$ cat config.mk
export PLATFORM = sky130hd
export DESIGN_NAME = seven_seg_scanner
export DESIGN_NICKNAME = d
export VERILOG_FILES = /design/src/rtl/seven_seg_pkg.sv /design/src/rtl/seven_seg_scanner_hex_to_seg.sv /design/src/rtl/seven_seg_scanner.sv
export SDC_FILE = /design/constraint.sdc
export NUM_CORES = 1
export LEC_CHECK = 0
export BUFFER_PORTS_ARGS = -buffer_cell sky130_fd_sc_hd__buf_4
export CORE_ASPECT_RATIO = 0.75
export CORE_MARGIN = 1
export CORE_UTILIZATION = 48
export CTS_CLUSTER_DIAMETER = 40
export DETAILED_ROUTE_END_ITERATION = 8
export MAX_ROUTING_LAYER = met4
export PLACE_DENSITY = 0.69
export REMOVE_ABC_BUFFERS = 1
export SLEW_MARGIN = 20
export SYNTH_ARGS = -nofsm -noshare
export SYNTH_HDL_FRONTEND = slang
export SYNTH_SLANG_ARGS = --single-unit
export TNS_END_PERCENT = 30
$ cat constraint.sdc
create_clock -name clk -period 4.15 [get_ports clk]
set_clock_uncertainty 0.2 [all_clocks]
set_input_delay 0 -clock clk [delete_from_list [all_inputs] [get_ports clk]]
set_output_delay 0 -clock clk [all_outputs]
set_load 0.05 [all_outputs]
$ cat src/rtl/seven_seg_pkg.sv
`default_nettype none
// +--------------------------------------------------------------------------+
// | seven_seg_pkg: shared glyph table, blank pattern and scan state type.     |
// | Rev 1.0                                                                   |
// +--------------------------------------------------------------------------+
package seven_seg_pkg;

  // Segment order {g,f,e,d,c,b,a}, active-high; element i is the glyph for hex i.
  localparam logic [0:15][6:0] GLYPH_TABLE = '{
    7'h3F, 7'h06, 7'h5B, 7'h4F, 7'h66, 7'h6D, 7'h7D, 7'h07,
    7'h7F, 7'h6F, 7'h77, 7'h7C, 7'h39, 7'h5E, 7'h79, 7'h71
  };

  localparam logic [6:0] SEG_OFF = 7'h00;

  typedef enum logic {
    BLANK = 1'b0,
    ON    = 1'b1
  } scan_state_e;

  function automatic logic [6:0] hex_glyph(input logic [3:0] nibble);
    return GLYPH_TABLE[nibble];
  endfunction

endpackage : seven_seg_pkg
`default_nettype wire

$ cat src/rtl/seven_seg_scanner_hex_to_seg.sv
`default_nettype none
// +--------------------------------------------------------------------------+
// | hex_to_seg: combinational 4-bit hex to 7-segment (active-high) decode.    |
// | Rev 1.0                                                                   |
// +--------------------------------------------------------------------------+
module hex_to_seg
  import seven_seg_pkg::*;
(
  input  logic [3:0] i_nibble,
  output logic [6:0] o_seg
);

  always_comb begin
    o_seg = hex_glyph(i_nibble);
  end

endmodule : hex_to_seg
`default_nettype wire

$ cat src/rtl/seven_seg_scanner.sv
`default_nettype none
// +--------------------------------------------------------------------------+
// | seven_seg_scanner: time-multiplexed hex 7-segment display driver with     |
// | per-frame snapshot and blanking dead time. Define SEVEN_SEG_LZB_EN for    |
// | leading-zero blanking.                                                    |
// | Rev 1.0                                                                   |
// +--------------------------------------------------------------------------+
module seven_seg_scanner
  import seven_seg_pkg::*;
#(
  parameter int CLK_HZ       = 12_000_000,
  parameter int FRAME_HZ     = 1_000,
  parameter int NUM_DIGITS   = 8,
  parameter int BLANK_CYCLES = 16,
  parameter int ACTIVE_LOW   = 1
) (
  input  logic                  clk,
  input  logic                  rst,
  input  logic [31:0]           value,
  output logic [6:0]            seg,
  output logic [NUM_DIGITS-1:0] digit_sel,
  output logic                  frame_done
);

  localparam int DIV   = CLK_HZ / (FRAME_HZ * NUM_DIGITS);
  localparam int PRE_W = (DIV > 1) ? $clog2(DIV) : 1;
  localparam int IDX_W = (NUM_DIGITS > 1) ? $clog2(NUM_DIGITS) : 1;
  localparam int CNT_W = $clog2(BLANK_CYCLES + 2);

  // Dead-time counter parks at this value when no blanking interval is running.
  localparam logic [CNT_W-1:0]      CNT_SAT  = CNT_W'(BLANK_CYCLES);
  localparam logic [6:0]            SEG_IDLE = (ACTIVE_LOW != 0) ? ~SEG_OFF : SEG_OFF;
  localparam logic [NUM_DIGITS-1:0] SEL_IDLE = (ACTIVE_LOW != 0) ? '1 : '0;

  generate
    if (DIV <= BLANK_CYCLES + 1) begin : g_div_too_small
      $error("seven_seg_scanner: DIV must exceed BLANK_CYCLES+1");
    end
    if (NUM_DIGITS < 1 || NUM_DIGITS > 8) begin : g_bad_digits
      $error("seven_seg_scanner: NUM_DIGITS must be 1..8");
    end
  endgenerate

  logic [PRE_W-1:0]      presc_q, presc_d;
  logic [IDX_W-1:0]      idx_q, idx_d;
  logic [CNT_W-1:0]      cnt_q, cnt_d;
  scan_state_e           state_q, state_d;
  logic [31:0]           snap_q, snap_d;
  logic                  frame_done_q, frame_done_d;
  logic [6:0]            seg_q, seg_d;
  logic [NUM_DIGITS-1:0] sel_q, sel_d;

  logic                  tick;
  logic                  wrap;
  logic [3:0]            nibble;
  logic [6:0]            glyph;
  logic                  show;
  logic [6:0]            seg_raw;
  logic [NUM_DIGITS-1:0] sel_raw;

  hex_to_seg u_hex_to_seg (
    .i_nibble (nibble),
    .o_seg    (glyph)
  );

  always_comb begin
    tick = (presc_q == PRE_W'(DIV - 1));
    wrap = tick && (idx_q == IDX_W'(NUM_DIGITS - 1));

    presc_d      = tick ? '0 : presc_q + 1'b1;
    idx_d        = idx_q;
    snap_d       = wrap ? value : snap_q;
    frame_done_d = wrap;
    if (tick) begin
      idx_d = wrap ? '0 : idx_q + 1'b1;
    end

    state_d = state_q;
    cnt_d   = cnt_q;
    if (tick) begin
      state_d = (BLANK_CYCLES == 0) ? ON : BLANK;
      cnt_d   = (BLANK_CYCLES == 0) ? CNT_SAT : '0;
    end else if (state_q == BLANK && cnt_q != CNT_SAT) begin
      if (cnt_q == CNT_W'(BLANK_CYCLES - 1)) begin
        state_d = ON;
        cnt_d   = CNT_SAT;
      end else begin
        cnt_d = cnt_q + 1'b1;
      end
    end
  end

  always_comb begin
    nibble  = '0;
    sel_raw = '0;
    for (int i = 0; i < NUM_DIGITS; i++) begin
      if (idx_q == IDX_W'(i)) begin
        nibble     = snap_q[4*i +: 4];
        sel_raw[i] = (state_q == ON);
      end
    end
  end

`ifdef SEVEN_SEG_LZB_EN
  logic [IDX_W-1:0] top_idx;

  // Digit 0 is always shown, so an all-zero snapshot leaves top_idx at 0.
  always_comb begin
    top_idx = '0;
    for (int i = 0; i < NUM_DIGITS; i++) begin
      if (snap_q[4*i +: 4] != 4'h0) begin
        top_idx = IDX_W'(i);
      end
    end
    show = (idx_q <= top_idx);
  end
`else
  always_comb begin
    show = 1'b1;
  end
`endif

  always_comb begin
    seg_raw = (state_q == ON && show) ? glyph : SEG_OFF;
    seg_d   = (ACTIVE_LOW != 0) ? ~seg_raw : seg_raw;
    sel_d   = (ACTIVE_LOW != 0) ? ~sel_raw : sel_raw;
  end

  always_ff @(posedge clk or negedge rst) begin
    if (!rst) begin
      presc_q      <= '0;
      idx_q        <= IDX_W'(NUM_DIGITS - 1);
      cnt_q        <= CNT_SAT;
      state_q      <= BLANK;
      snap_q       <= '0;
      frame_done_q <= 1'b0;
      seg_q        <= SEG_IDLE;
      sel_q        <= SEL_IDLE;
    end else begin
      presc_q      <= presc_d;
      idx_q        <= idx_d;
      cnt_q        <= cnt_d;
      state_q      <= state_d;
      snap_q       <= snap_d;
      frame_done_q <= frame_done_d;
      seg_q        <= seg_d;
      sel_q        <= sel_d;
    end
  end

  assign seg        = seg_q;
  assign digit_sel  = sel_q;
  assign frame_done = frame_done_q;

endmodule : seven_seg_scanner
`default_nettype wire

==> impl_metrics.sql <==
INSERT INTO impl_metrics (metric_group, metric, value, unit) VALUES
('status', 'status', 'complete, no violations', ''),
('synth', 'netlist_instances', '306', ''),
('synth', 'synthFlopType', 'dfrtp_1', ''),
('layout', 'antenna-diode-count', '0', ''),
('clock_network', 'clkTransAtPathRegs', '0.08', 'ns'),
('sta', 'timing.final.setup_violations', '0', ''),
('sta', 'achievable-frequency', '292', 'MHz'),
('floorplanning', 'floorplan.rows', '26', ''),
('worst_setup_path', 'worst-endpoint-arrival', '3.50', 'ns'),
('placement', 'hpwl', '4570', 'um'),
('route', 'drt.antenna.violating_nets', '0', ''),
('sta', 'setup_tns', '0', 'ns'),
('pwr', 'power.switching_fraction', '0.210', ''),
('grt', 'antenna_found_initial', '0', ''),
('worst_setup_path', 'worstSetupPathType', 'reg2reg', ''),
('grt', 'grt_remaining_overflow', '0', ''),
('route', 'drtIter0Drc', '88', ''),
('route', 'drc_errors', '0', ''),
('synth', 'yosysSeqAreaShare', '0.499', ''),
('grt', 'grt.total_usage', '0.218', ''),
('pwr', 'maximum_resistive_drop_on_vdd', '0.000220', 'V'),
('route', 'vias_per_cell', '5.24', ''),
('placement', 'place.gp.congestion', '0.811', ''),
('sta', 'number_of_endpoints_with_negative_hold_slack_in_the_final_report', '0', ''),
('clock_network', 'clock_tree.htree_level_count', '3', ''),
('synth', 'synthDominantCellAreaShare', '0.354', ''),
('grt', 'number_of_global_route_vias_before_repair', '2553', ''),
('grt', 'groute.layer.met1.usage', '0.264', ''),
('route', 'post_drt_wl_per_cell', '14.7', 'um'),
('pwr', 'power_density', '314', 'nW/um^2'),
('floorplanning', 'design.core.area', '6900', 'um^2'),
('pwr', 'power_frac_clock', '0.483', ''),
('placement', 'port_buffers', '49', ''),
('layout', 'finalNetCount', '436', ''),
('sta', 'relSlewSlack', '0.447', ''),
('pwr', 'p_leak', '0.00205', 'uW'),
('floorplanning', 'dieHeight', '75.5', 'um'),
('flow_run', 'maxCapViolations', '0', ''),
('synth', 'yosys_warnings', '0', ''),
('worst_setup_path', 'slowest_stage', 'dfstp_2', ''),
('grt', 'grt_start_max_net_pins', '69', ''),
('worst_setup_path', 'worst_endpoint_required_time', '4.22', 'ns'),
('route', 'drt_pre_antenna_iters', '4', ''),
('floorplanning', 'floorplan.die_area', '7560', 'um^2'),
('synth', 'yosys.area.top_type', 'dfrtp_1', ''),
('floorplanning', 'fp.dieW', '100', 'um'),
('synth', 'postSynth.asyncResetShare', '1.00', ''),
('sta', 'period_share', '0.826', ''),
('sta', 'rsz_0062_raised_after_global_routing', 'false', ''),
('sta', 'report.final.slew_viol_count', '0', ''),
('grt', 'grt_pass1_wl', '12000', 'um'),
('layout', 'final_layout_size_suffix_gt1_frac', '0.332', ''),
('worst_setup_path', 'cp_cell_sequence', 'inv_1, ha_1, nor2b_1, a21oi_1, a21oi_1, o21ai_0, ha_1, o311ai_0, o211a_1, o21ai_1', ''),
('synth', 'synth.cell_area', '3460', 'um^2'),
('synth', 'synth_enable_flop_cells', '0', ''),
('grt', 'globalRouteMet3Util', '0.0578', ''),
('clock_network', 'tritoncts.num_buffers', '9', ''),
('floorplanning', 'io_pins', '50', ''),
('sta', 'max_slew.worst_pin.slew', '0.829', 'ns'),
('floorplanning', 'initial_core_utilization', '0.502', ''),
('route', 'drt-total-wl', '7170', 'um'),
('pwr', 'totalPowerFinal', '1400', 'uW'),
('hold_path', 'timing.hold.worst.class', 'in2async', ''),
('worst_setup_path', 'crit_fanout', '15', ''),
('layout', 'area_growth_syn_to_layout', '28.9', '%'),
('clock_network', 'worstSkewPairLatency', '0.35', 'ns'),
('synth', 'synth.area.top_cells', 'dfrtp_1 35%, dfstp_2 14%, mux2_2 11%', ''),
('pwr', 'combinationalPowerShare', '0.044', ''),
('synth', 'yosysUniqueCellTypes', '49', ''),
('sta', 'finalWorstPathRequiredPeriod', '3.43', 'ns'),
('clock_network', 'ctsRootBufferMaster', 'clkbuf_8', '');
-- cell families after synthesis --
| kind of cell | count (synthesis) | synth area share |
|---|---|---|
| xor+xnor | 9 | 0.0228 |
| mux | 39 | 0.125 |
| simple gates | 92 | 0.138 |
| compound gates | 52 | 0.117 |
| fa+ha+maj | 16 | 0.0578 |
| flops | 68 | 0.499 |
| buf+inv | 30 | 0.0416 |
-- cells in the final DEF, fill, tap and decap left out, types with 3 or more instances in the layout --
master         Yosys  layout
xnor2_1            4       4
a21oi_1           14      14
nor2b_1            8       8
mux2_2            33      33
nand3_1           18      18
dlygate4sd3_1      0      33
clkbuf_8           0       9
dfrtp_1           49      49
nor2_1            20      20
and3_1             3       3
nand2_1           24      24
dfstp_2           19      19
mux2i_1            6       6
nand3b_1           3       3
bufinv_16          0       3
ha_1              16      16
buf_4              2      51
inv_1             15      15
o211ai_1           3       3
xor2_1             5       5
a211oi_1           4       4
o21ai_0           11      11
-- state kept, by name, indices dropped and copies added, names as in the netlist --
| signal | flops |
|---|---|
| presc_q | 11 |
| state_q | 1 |
| seg | 7 |
| digit_sel | 8 |
| idx_q | 3 |
| cnt_q | 5 |
| snap_q | 32 |
| frame_done | 1 |
-- worst max-delay path, delay by kind of cell (launching register included) --
family | cells | cell delay (ns)
flops | 1 | 0.71
simple gates | 1 | 0.20
compound gates | 6 | 1.37
buf+inv | 1 | 0.14
fa+ha+maj | 2 | 0.73
-- final timing paths --
kind | start | to | slack [ns] | cells past startpoint
min in group clk | value[11] | snap_q[11]$_DFFE_PN0P_ | 0.21 | 3
min reg2reg | presc_q[0]$_DFF_PN0_ | presc_q[0]$_DFF_PN0_ | 0.29 | 1
max reg2reg | idx_q[2]$_DFFE_PN1P_ | seg[6]$_DFF_PN1_ | 0.72 | 10
max in group asynchronous | rst | snap_q[31]$_DFFE_PN0P_ | 3.12 | 2
max | idx_q[2]$_DFFE_PN1P_ | seg[6]$_DFF_PN1_ | 0.72 | 10
min | rst | snap_q[17]$_DFFE_PN0P_ | 0.1 | 2
-- power by group through the flow --
| stage | sequential, uW | clock (uW) | combinational (uW) |
|---|---|---|---|
| floorplan | 676 | 0 | 0.255 |
| global placement | 675 | 0 | 36.7 |
| detailed placement | 675 | 0 | 37.0 |
| CTS | 663 | 688 | 61.5 |
| global route | 663 | 715 | 67.1 |
| finish | 663 | 676 | 61.1 |
-- layout make-up --
type / count / area, um^2
multi-input combinational: 208 / 1600
sequential: 68 / 1730
clock inverter: 7 / 124
tap: 98 / 123
timing repair buffer: 84 / 713
inverter: 15 / 56.3
clock buffer: 9 / 124
fill: 551 / 2430
-- routing by layer --
layer | routed length [um] | share of wire
met2 | 3460 | 0.48
met1 | 3310 | 0.46
met3 | 276 | 0.039
met4 | 114 | 0.016
met5 | 0 | 0
-- stage by stage --
stage	cell area (um^2)	hold slack [ns]	instances	util	setup WS (ns)
2_1_floorplan	3370	-0.496	291	-	0.968
3_3_place_gp	3880	-0.0384	440	0.562	0.923
3_5_place_dp	3880	-0.0414	440	0.562	0.749
4_1_cts	4460	0.122	489	0.646	0.707
5_1_grt	4460	0.169	489	0.647	0.395
6_report	4460	0.0975	489	0.647	0.722
-- what timing repair did --
action | CTS | global route
endpoints found under the hold margin | 82 | 0
buffers inserted | 0 | 0
hold buffers | 33 | 0
Note: power is estimated with default switching activity, not from simulation.
